File: src/rtl/bram_rd_stream.sv
// bram_rd_stream: turns a valid/ready address stream into single-cycle BRAM
// reads and returns the data through a credit-controlled response FIFO.
module bram_rd_stream #(
  parameter int ADDR_WIDTH    = 4,
  parameter int ELEMENT_WIDTH = 16,
  parameter int DEPTH         = 3
) (
  input  logic                     clk,
  input  logic                     rst,
  input  logic                     flush,
  input  logic                     req_valid,
  output logic                     req_ready,
  input  logic [ADDR_WIDTH-1:0]    req_addr,
  output logic                     mem_addr_en,
  output logic [ADDR_WIDTH-1:0]    mem_addr_data,
  output logic                     mem_rd_en,
  input  logic [ELEMENT_WIDTH-1:0] mem_rd_data,
  output logic                     resp_valid,
  input  logic                     resp_ready,
  output logic [ELEMENT_WIDTH-1:0] resp_data
);

  localparam int CW = $clog2(DEPTH + 1);
  localparam int PW = $clog2(DEPTH);

  logic [CW-1:0]            r_occ;
  logic [CW-1:0]            w_occ_next;
  logic [CW-1:0]            w_count;
  logic [PW-1:0]            r_wptr;
  logic [PW-1:0]            r_rptr;
  logic [PW-1:0]            w_wptr_next;
  logic [PW-1:0]            w_rptr_next;
  logic [PW-1:0]            w_wptr_inc;
  logic [PW-1:0]            w_rptr_inc;
  logic                     r_inflight;
  logic                     r_drop;
  logic                     r_resp_valid;
  logic                     w_issue;
  logic                     w_push;
  logic                     w_pop;
  logic [ELEMENT_WIDTH-1:0] r_fifo [DEPTH];

  // Credits cover both buffered data and the read still in the BRAM pipeline,
  // so acceptance never depends on resp_ready in the same cycle.
  assign w_count   = r_occ + CW'(r_inflight);
  assign req_ready = rst & ~flush & (w_count < CW'(DEPTH));
  assign w_issue   = req_valid & req_ready;

  assign mem_addr_en   = w_issue;
  assign mem_rd_en     = w_issue;
  assign mem_addr_data = req_addr;

  assign w_pop  = r_resp_valid & resp_ready;
  assign w_push = r_inflight & ~r_drop & ~flush;

  assign w_wptr_inc = (r_wptr == PW'(DEPTH - 1)) ? '0 : r_wptr + PW'(1);
  assign w_rptr_inc = (r_rptr == PW'(DEPTH - 1)) ? '0 : r_rptr + PW'(1);

  always_comb begin
    w_occ_next  = r_occ;
    w_wptr_next = r_wptr;
    w_rptr_next = r_rptr;
    if (w_pop) begin
      w_rptr_next = w_rptr_inc;
    end
    if (w_push) begin
      w_wptr_next = w_wptr_inc;
    end
    if (w_push && !w_pop) begin
      w_occ_next = r_occ + CW'(1);
    end else if (!w_push && w_pop) begin
      w_occ_next = r_occ - CW'(1);
    end
    // Flush empties the FIFO after honouring any pop made in the same cycle.
    if (flush) begin
      w_occ_next  = '0;
      w_wptr_next = w_rptr_next;
    end
  end

  always_ff @(posedge clk or negedge rst) begin
    if (!rst) begin
      r_occ        <= '0;
      r_wptr       <= '0;
      r_rptr       <= '0;
      r_inflight   <= 1'b0;
      r_drop       <= 1'b0;
      r_resp_valid <= 1'b0;
    end else begin
      r_occ        <= w_occ_next;
      r_wptr       <= w_wptr_next;
      r_rptr       <= w_rptr_next;
      r_inflight   <= w_issue;
      r_drop       <= flush & r_inflight;
      r_resp_valid <= (w_occ_next != '0);
    end
  end

  always_ff @(posedge clk) begin
    if (w_push) begin
      r_fifo[r_wptr] <= mem_rd_data;
    end
  end

  assign resp_valid = r_resp_valid;
  assign resp_data  = r_resp_valid ? r_fifo[r_rptr] : '0;

  always_ff @(posedge clk) begin
    if (rst) begin
      assert (!(w_push && (r_occ == CW'(DEPTH))));
    end
  end

endmodule

File: config.mk
export PLATFORM = sky130hd
export DESIGN_NAME = bram_rd_stream
export DESIGN_NICKNAME = d
export VERILOG_FILES = /design/src/rtl/bram_rd_stream.sv
export SDC_FILE = /design/constraint.sdc
export NUM_CORES = 1
export LEC_CHECK = 0
export ABC_CLOCK_PERIOD_IN_PS = 3200
export BUFFER_PORTS_ARGS = -buffer_cell sky130_fd_sc_hd__buf_4
export CAP_MARGIN = 20
export CORE_ASPECT_RATIO = 0.8
export CORE_MARGIN = 4
export CORE_UTILIZATION = 50
export DETAILED_ROUTE_END_ITERATION = 12
export GPL_TIMING_DRIVEN = 0
export PLACE_DENSITY = 0.74
export SKIP_LAST_GASP = 1
export SYNTH_ARGS = -nofsm -noshare
export SYNTH_HDL_FRONTEND = slang
export SYNTH_SLANG_ARGS = --single-unit
File: constraint.sdc
create_clock -name clk -period 3.2 [get_ports clk]
set_input_delay 0.32 -clock clk [delete_from_list [all_inputs] [get_ports clk]]
set_output_delay 0.32 -clock clk [all_outputs]
set_load 0.005 [all_outputs]
# Yosys cells after proc, flatten, opt, wreduce, memory -nomap -nowiden
# Memories as Yosys holds them, arrays and structs flattened.
# Index checks and enable logic that the tools add are counted.
# W data, S select, Z words.
dict set report word_totals {
  reg_bits 9
  ramBits 48
  inputBits 25
  output_inout_bits 24
  n_memories 1
}
dict set report classes {
  n_addsub 5
  n_lt_le_gt_ge 1
  eq_ne 2
  muxes 11
  bitwise 9
  reduce_logical 6
}
# memory words word_bits rd rd_ports_with_merged_regs write_ports line
set memory_table {}
lappend memory_table {r_fifo 3 16 1 0 1 41} ;# logic [ELEMENT_WIDTH-1:0] r_fifo [DEPTH];
# operator n
set op_table {}
lappend op_table {{$mux W16} 1}
lappend op_table {{$mux W2} 8}
lappend op_table {{$and A1 B1 Y1} 7}
lappend op_table {{$add A2 B1 Y2 const B} 3}
lappend op_table {{$eq A2 B2 Y1 const B} 2}
lappend op_table {{$reduce_bool A2 Y1} 2}
lappend op_table {{$add A2 B1 Y2} 1}
lappend op_table {{$logic_and A1 B1 Y1} 2}
lappend op_table {{$logic_not A1 Y1} 2}
lappend op_table {{$lt A2 B2 Y1 const B} 1}
lappend op_table {{$mux W1} 2}
lappend op_table {{$not A1 Y1} 2}
lappend op_table {{$sub A2 B1 Y2 const B} 1}

# Depth between registers and ports, before layout
# Gate-level depths: netlist of the first run.
dict set report depth {
  word_depth 9
  depth_mapped 5
  ltp_nobuf 4
}

# Least setup slack after synthesis of the first run
# Ideal clock, no wire load.
dict set report synth_path {
  kind {register to register}
  startpoint {register r_drop}
  endpoint {memory r_fifo[1][0], enable pin}
  setup_ns 0.413
  arrival_ns 2.127
  required_ns 2.787
  path_slack_ns 0.661
  path_stages_with_launch 4
  path_buffers 1
  period_less_slack_ns 2.539
  cell_sequence {dfrtp_1 or3b_1 buf_6 nor3b_1}
}
dict set report synth_between {
  elab_chain_len 5
}
# item line
set synth_rtl {}
lappend synth_rtl {{start, declared} 36} ;# logic r_drop;
lappend synth_rtl {{start signal, assigned} 94} ;# r_drop <= flush & r_inflight;
lappend synth_rtl {{$not A1 Y1} 54} ;# assign w_push = r_inflight & ~r_drop & ~flush;
lappend synth_rtl {{$and A1 B1 Y1 (2 in series)} 54}
lappend synth_rtl {{$mux W1} 100} ;# if (w_push) begin
lappend synth_rtl {{$mux W1 (not written as such)} 101} ;# r_fifo[r_wptr] <= mem_rd_data;
lappend synth_rtl {{end, declared} 41}
# No other way between the ends.

# Final worst setup path of the first run
dict set report layout_path {
  startpoint {register r_rptr[0]}
  endpoint {output port resp_data[5]}
}
dict set report layout_between {
  elab_chain_len 2
}
# item line
set layout_rtl {}
lappend layout_rtl {{start, declared} 30} ;# logic [PW-1:0] r_rptr;
lappend layout_rtl {{start signal, assigned} 92} ;# r_rptr <= w_rptr_next;
lappend layout_rtl {{$mem_v2 Z3 W16} --}
lappend layout_rtl {{$mux W16} 106} ;# assign resp_data = r_resp_valid ? r_fifo[r_rptr] : '0;
lappend layout_rtl {{end, declared} 20} ;# output logic [ELEMENT_WIDTH-1:0] resp_data
# No other way between the ends.

==> flow_summary_export.csv, run 1 <==
group,metric,value,unit
status,run_status,"complete, no violations",
setup_path,crit_type,"flip-flop to output port",
power,total_power,2.02,mW
placement,place_congestion,0.720,
logic_synthesis,avgSynthCellArea,13.9,sq um
cts,cts_tree,"built",
job,maxCapViolCount,0,
logic_synthesis,synth_edf_count,48,
power,p_int,1.50,mW
logic_synthesis,syn_area,2430,sq um
setup_path,r2r_end,"r_fifo[2][2]",
logic_synthesis,synth-seq-cells,57,
detailed_routing,vias_per_cell,5.09,
sta,setup_tns,0,ns
floorplan,die_x,85.9,microns
floorplan,core,4650,sq um
cts,cts_num_sinks,57,
setup_path,startpoint_type,"flip-flop",
power,p_seq_share,43.3,%
floorplan,ioPinCount,49,
detailed_routing,drc,0,
worst_hold_path,hold_end,"r_fifo[0][13]",
power,leakagePower,1.24,nW
global_route,grt_max_degree,12,
sta,min_period,2.25,ns
logic_synthesis,synth.most_common_cell,"edfxtp_1",
placement,dp_hpwl,3060,microns
power,pwr_density_cell,649,nW/um^2
setup_path,arrival,1.93,ns
placement,placed_area,2880,sq um
cts,clock-root-buffer,"clkbuf_8",
sta,fmax,445,MHz
setup_path,cp_data_required_time,2.88,ns
logic_synthesis,yosys_warnings,0,
setup_path,r2r-start,"r_inflight",
logic_synthesis,yosys.area.top_type,"edfxtp_1",
floorplan,rows,22,
detailed_routing,postRouteAntennaNets,0,
power,peakVddDrop,0.446,mV
logic_synthesis,synthCells,175,
detailed_routing,dr.pass1.iters,4,
power,combPwrFrac,22.3,%
final_layout,fin_cells,299,
detailed_routing,via_count,1522,
final_layout,drive_gt1_share,33.1,%
cts,post_cts_buffers,0,
sta,rsz0062_at_grt,"false",
logic_synthesis,synth-async-reset-ratio,15.8,%
logic_synthesis,synth_nets,201,
detailed_routing,wl_per_cell,15.0,microns
global_route,antenna_found_initial,0,
final_layout,fin_area,3110,sq um
global_route,grt_pass1_vias,1484,
detailed_routing,wirelength,4480,microns
sta,maxSlewHeadroom,46.2,%
sta,period_share,70.2,%
final_layout,fin_nets,260,
cts,clockBufferDepth,2,
logic_synthesis,synth-seq-area-share,68.7,%
global_route,grtUsageTotal,16.3,%
sta,fin_ws,0.953,ns
worst_hold_path,whs_path_depth,1,
cts,clock_latency,0.32,ns
floorplan,chipHeight,70.3,microns
global_route,grt_pass1_wl,7130,microns
worst_hold_path,hp-start,"mem_rd_data[13]",
placement,dp_cells,282,
final_layout,diodes,0,
cts,cts_made_buffers,9,
worst_hold_path,hp-class,"primary input to flip-flop",
floorplan,start_util,52.2,%
cts,h-tree-depth,3,
placement,io_buffers,44,
power,switching_share,25.9,%
placement,pre_cts_ws,1.02,ns
setup_path,cp_max_fo,10,
global_route,gr-total-overflow,0,
sta,finClkSkew,0.00808,ns
logic_synthesis,yosys.area.top_type_share,59.4,%
logic_synthesis,synth.distinct_cells,30,
setup_path,worstRegToRegCells,4,
sta,hold_violations,0,
cts,clkSlewWorstSetupHoldPaths,0.06,ns
final_layout,area_growth,28.1,%
floorplan,dieArea,6040,sq um
sta,setup_viol_count_final,0,
sta,slew_viol_final,0,
logic_synthesis,synthTopCellsByArea,"edfxtp_1 (59%), dfrtp_1 (9.3%), mux2i_1 (7.0%)",
power,p_switching,523,uW
setup_path,cp-end-kind,"output port",
logic_synthesis,synth_common_cells,"edfxtp_1 (48), nand2_1 (20), and2_1 (18)",
power,power.share.clock,34.3,%
logic_synthesis,ys.flop_type,"edfxtp_1",
sta,worstMarginPinSlew,0.802,ns
detailed_routing,drt_iter0_markers,80,
setup_path,rrSetupSlack,1.07,ns
flip-flops by register name, indices dropped and copies added, names as in the netlist:
signal	count
r_inflight	1
r_wptr	2
r_fifo	48
r_occ	2
resp_valid	1
r_rptr	2
r_drop	1
placed cells by master, fill, tap and decap left out, drive strengths merged, types with 2 or more instances in the layout:
master,n
nor4,3
buf,55
mux2i,17
clkbuf,21
nor2,3
edfxtp,48
nand2,20
nor3b,3
nor3,2
o21ai,17
mux2,4
dfrtp,9
and2,19
a21oi,2
kinds of logic (layout without fill, tap and decap cells):
family | after synthesis | count (layout) | share of synthesized area [%]
fa+ha+maj | 1 | 1 | 0.516
compound gates | 22 | 22 | 4.80
xor+xnor | 1 | 1 | 0.361
mux | 21 | 21 | 8.87
simple gates | 58 | 58 | 13.3
buf+inv | 15 | 79 | 3.51
flops | 57 | 57 | 68.7
worst max path at each step:
stage,start,endpoint,slack (ns),cells after the start
after floorplan,r_drop,r_fifo[1][0],0.66,3
after global placement,flush,r_fifo[1][10],-0.17,4
after detailed placement,flush,r_fifo[2][1],1.02,5
after CTS,r_rptr[0],resp_data[9],0.93,6
after global routing,r_rptr[0],resp_data[5],0.81,6
final,r_rptr[0],resp_data[5],0.95,6
power by group through the flow:
stage / Sequential, mW / Combinational [mW] / Clock, mW
floorplan: 0.881 / 0.294 / 0
global placement: 0.885 / 0.442 / 0
detailed placement: 0.888 / 0.452 / 0
CTS: 0.874 / 0.457 / 0.707
global route: 0.879 / 0.509 / 0.749
finish: 0.875 / 0.451 / 0.693
repair_timing:
action / in CTS / in global routing
hold buffers: 1 / 0
endpoints found under the hold margin: 9 / 0
resized for setup: 0 / 0
layout make-up:
cell class / instances / area (sq um)
clock inverters: 2 / 35.0
multi-input cells: 103 / 689
repair buffers: 48 / 374
flip-flops and latches: 57 / 1670
fillers: 363 / 1540
well taps: 60 / 75.1
plain buffers: 15 / 85.1
clock buffers: 14 / 183
through the flow:
stage / hold WS, ns / utilization (%)
2_1_floorplan: 0.0244 / -
3_3_place_gp: 0.156 / 60.9
3_5_place_dp: 0.155 / 61.9
4_1_cts: 0.169 / 66.8
5_1_grt: 0.163 / 66.8
6_report: 0.187 / 66.8
worst max-delay path, cell delays in order (launching register included):
cell and delay, ns:
dfrtp_1 0.32, buf_2 0.26, buf_2 0.37, mux2i_1 0.22, o21ai_0 0.10, and2_1 0.19, buf_4 0.13
metal layers:
metal / vias up / wire length, microns / GRT usage, %
li1: 748 / - / -
met1: 725 / 1950 / 20.0
met2: 47 / 2210 / 25.4
met3: 2 / 293 / 7.55
met4: 0 / 18 / 5.27
met5: - / 0 / 0
Power figures use the tool's default switching activity.
==> inputs of run 2 (changes only) <==
--- a/config.mk
+++ b/config.mk
@@ -5,7 +5,7 @@
 export SDC_FILE = /design/constraint.sdc
 export NUM_CORES = 1
 export LEC_CHECK = 0
-export ABC_CLOCK_PERIOD_IN_PS = 3200
+export ABC_CLOCK_PERIOD_IN_PS = 2100
 export BUFFER_PORTS_ARGS = -buffer_cell sky130_fd_sc_hd__buf_4
 export CAP_MARGIN = 20
 export CORE_ASPECT_RATIO = 0.8
==> constraint.sdc (replaced) <==
create_clock -name clk -period 2.1 [get_ports clk]
set_input_delay 0.21 -clock clk [delete_from_list [all_inputs] [get_ports clk]]
set_output_delay 0.21 -clock clk [all_outputs]
set_load 0.005 [all_outputs]
==> flow_summary_export.csv, run 2 (same netlist as run 1, synthesis figures left out) <==
group,metric,value,unit
status,run_status,"complete, no violations",
sta,hold_violations,0,
final_layout,area_growth,27.0,%
final_layout,largest_reg_flops,48,
setup_path,crit_type,"flip-flop to flip-flop",
sta,rsz0062_at_grt,"false",
setup_path,path_cells,"or3b_1 -> buf_6 -> nor3b_2 -> buf_6",
placement,place_congestion,0.740,
cts,h-tree-depth,3,
final_layout,final_common_cell,"buf_4",
worst_hold_path,whs_path_depth,1,
setup_path,cp_max_fo,10,
sta,setup_viol_count_final,0,
final_layout,drive_gt1_share,33.9,%
floorplan,die_x,85.9,microns
setup_path,slowest_stage,"nor3b_2",
setup_path,arrival,2.01,ns
setup_path,max_stage_delay,0.51,ns
final_layout,regMostFlops,"r_fifo",
setup_path,path_buf_inv,2,
power,leakagePower,1.23,nW
floorplan,rows,22,
global_route,grt_use_met2,24.2,%
detailed_routing,postRouteAntennaNets,0,
final_layout,regArea,1670,sq um
detailed_routing,wirelength,4250,microns
final_layout,nFillCells,364,
worst_hold_path,hp-class,"primary input to flip-flop",
floorplan,chipHeight,70.3,microns
cts,clockBufferDepth,2,
global_route,grt_pass1_wl,6840,microns
floorplan,ioPinCount,49,
final_layout,diodes,0,
sta,fin_ws,0.125,ns
cts,cts_num_sinks,57,
placement,pre_cts_ws,0.0857,ns
global_route,gr-total-overflow,0,
global_route,grt_most_used_layer,"met2",
final_layout,multi_input_area,696,sq um
setup_path,cp_top_family,"simple AND/OR/NAND/NOR gates",
setup_path,cp-end-kind,"flip-flop",
detailed_routing,via_count,1511,
global_route,antenna_found_initial,0,
setup_path,cp_data_required_time,2.13,ns
job,maxCapViolCount,0,
detailed_routing,vias_per_cell,5.05,
sta,finClkSkew,0.00410,ns
cts,cts_tree,"built",
cts,clock_latency,0.32,ns
global_route,grt_pass1_vias,1473,
global_route,met1_usage,17.9,%
detailed_routing,dr.pass1.iters,4,
cts,cts_made_buffers,9,
sta,slew_viol_final,0,
power,total_power,2.90,mW
setup_path,startpoint_type,"flip-flop",
setup_path,worstRegToRegCells,4,
placement,dp_hpwl,3030,microns
floorplan,dieArea,6040,sq um
placement,io_buffers,44,
detailed_routing,wl_per_cell,14.2,microns
global_route,use_met3,6.72,%
cts,clkSlewWorstSetupHoldPaths,0.06,ns
detailed_routing,drc,0,
detailed_routing,drt_iter0_markers,66,
floorplan,core,4650,sq um
sta,fmax,506,MHz
sta,min_period,1.97,ns
global_route,grt_max_degree,12,
cts,clock-root-buffer,"clkbuf_8",
sta,period_share,94.0,%
sta,worstMarginPinSlew,0.600,ns
setup_path,cp.depth,4,
setup_path,cp_common_cell,"buf_6",
power,pwr_density_cell,940,nW/um^2
sta,maxSlewHeadroom,59.9,%
global_route,grtUsageTotal,15.4,%
final_layout,fin_nets,260,
floorplan,start_util,52.2,%
power,peakVddDrop,0.599,mV
final_layout,layout_common_cells,"buf_4 (49), edfxtp_1 (48), nand2_1 (20)",
## run 2: cell count changes in the layout (fill, tap and decap cells not counted)
cell	change
nor3b_4	+1
clkinv_2	+2
clkbuf_8	-2
clkbuf_2	+3
nor3b_2	-1
clkbuf_1	-2
buf_6	+1
bufinv_16	-1
buf_2	-1
## run 2: final timing paths
kind,startpoint,end,slack (ns)
max,r_inflight,r_fifo[2][8],0.13
min,mem_rd_data[3],r_fifo[2][3],0.07
max reg2reg,r_inflight,r_fifo[2][8],0.13
min reg2reg,r_inflight,r_drop,0.58
max in group asynchronous,rst,r_rptr[1],1.72
min in group asynchronous,rst,r_occ[0],0.24
## run 2: report_power, final
part           switching, mW  internal (mW)  leakage [nW]
Clock                  0.379          0.486        0.0932
Sequential            0.0446           1.29         0.550
Combinational          0.361          0.333         0.591
## run 2: layout make-up
| type | count | area share [%] |
|---|---|---|
| Timing Repair Buffer | 48 | 12.1 |
| Buffer | 15 | 3.09 |
| Clock inverter | 3 | 0.487 |
| Sequential cell | 57 | 54.1 |
| Tap cell | 60 | 2.44 |
| Multi-Input combinational cell | 103 | 22.6 |
| Clock buffer | 13 | 5.16 |
## run 2: metal layers
layer / part of all wire, % / up-vias
li1: - / 749
met1: 42 / 702
met2: 48 / 56
met3: 9.4 / 4
met4: 0.99 / 0
met5: 0 / -
## run 2: repair_timing
action | in CTS | in global routing
gates resized for setup | 1 | 8
endpoints found under the hold margin | 9 | 0
buffers inserted | 0 | 0
pin swaps | 0 | 0
hold buffers | 1 | 0
setup endpoints to repair | 9 | 25
## run 2: stage by stage
| stage | instances | TNS [ns] | hold slack (ns) | util, % | instance area (sq um) |
|---|---|---|---|---|---|
| after floorplan | 175 | 0 | -0.0856 | - | 2440 |
| after global placement | 279 | -13.44 | 0.0447 | 61.2 | 2850 |
| after detailed placement | 282 | 0 | 0.0454 | 61.9 | 2880 |
| after CTS | 299 | 0 | 0.0570 | 65.9 | 3070 |
| after global routing | 299 | 0 | 0.0547 | 66.2 | 3080 |
| final | 299 | 0 | 0.0727 | 66.2 | 3080 |
## run 2: worst register-to-register path, delay by kind of cell, from the launching register on
kind	cells	cell delay (ns)
buffers and inverters	2	0.39
AND/OR/NAND/NOR	2	0.88
flip-flops	1	0.40
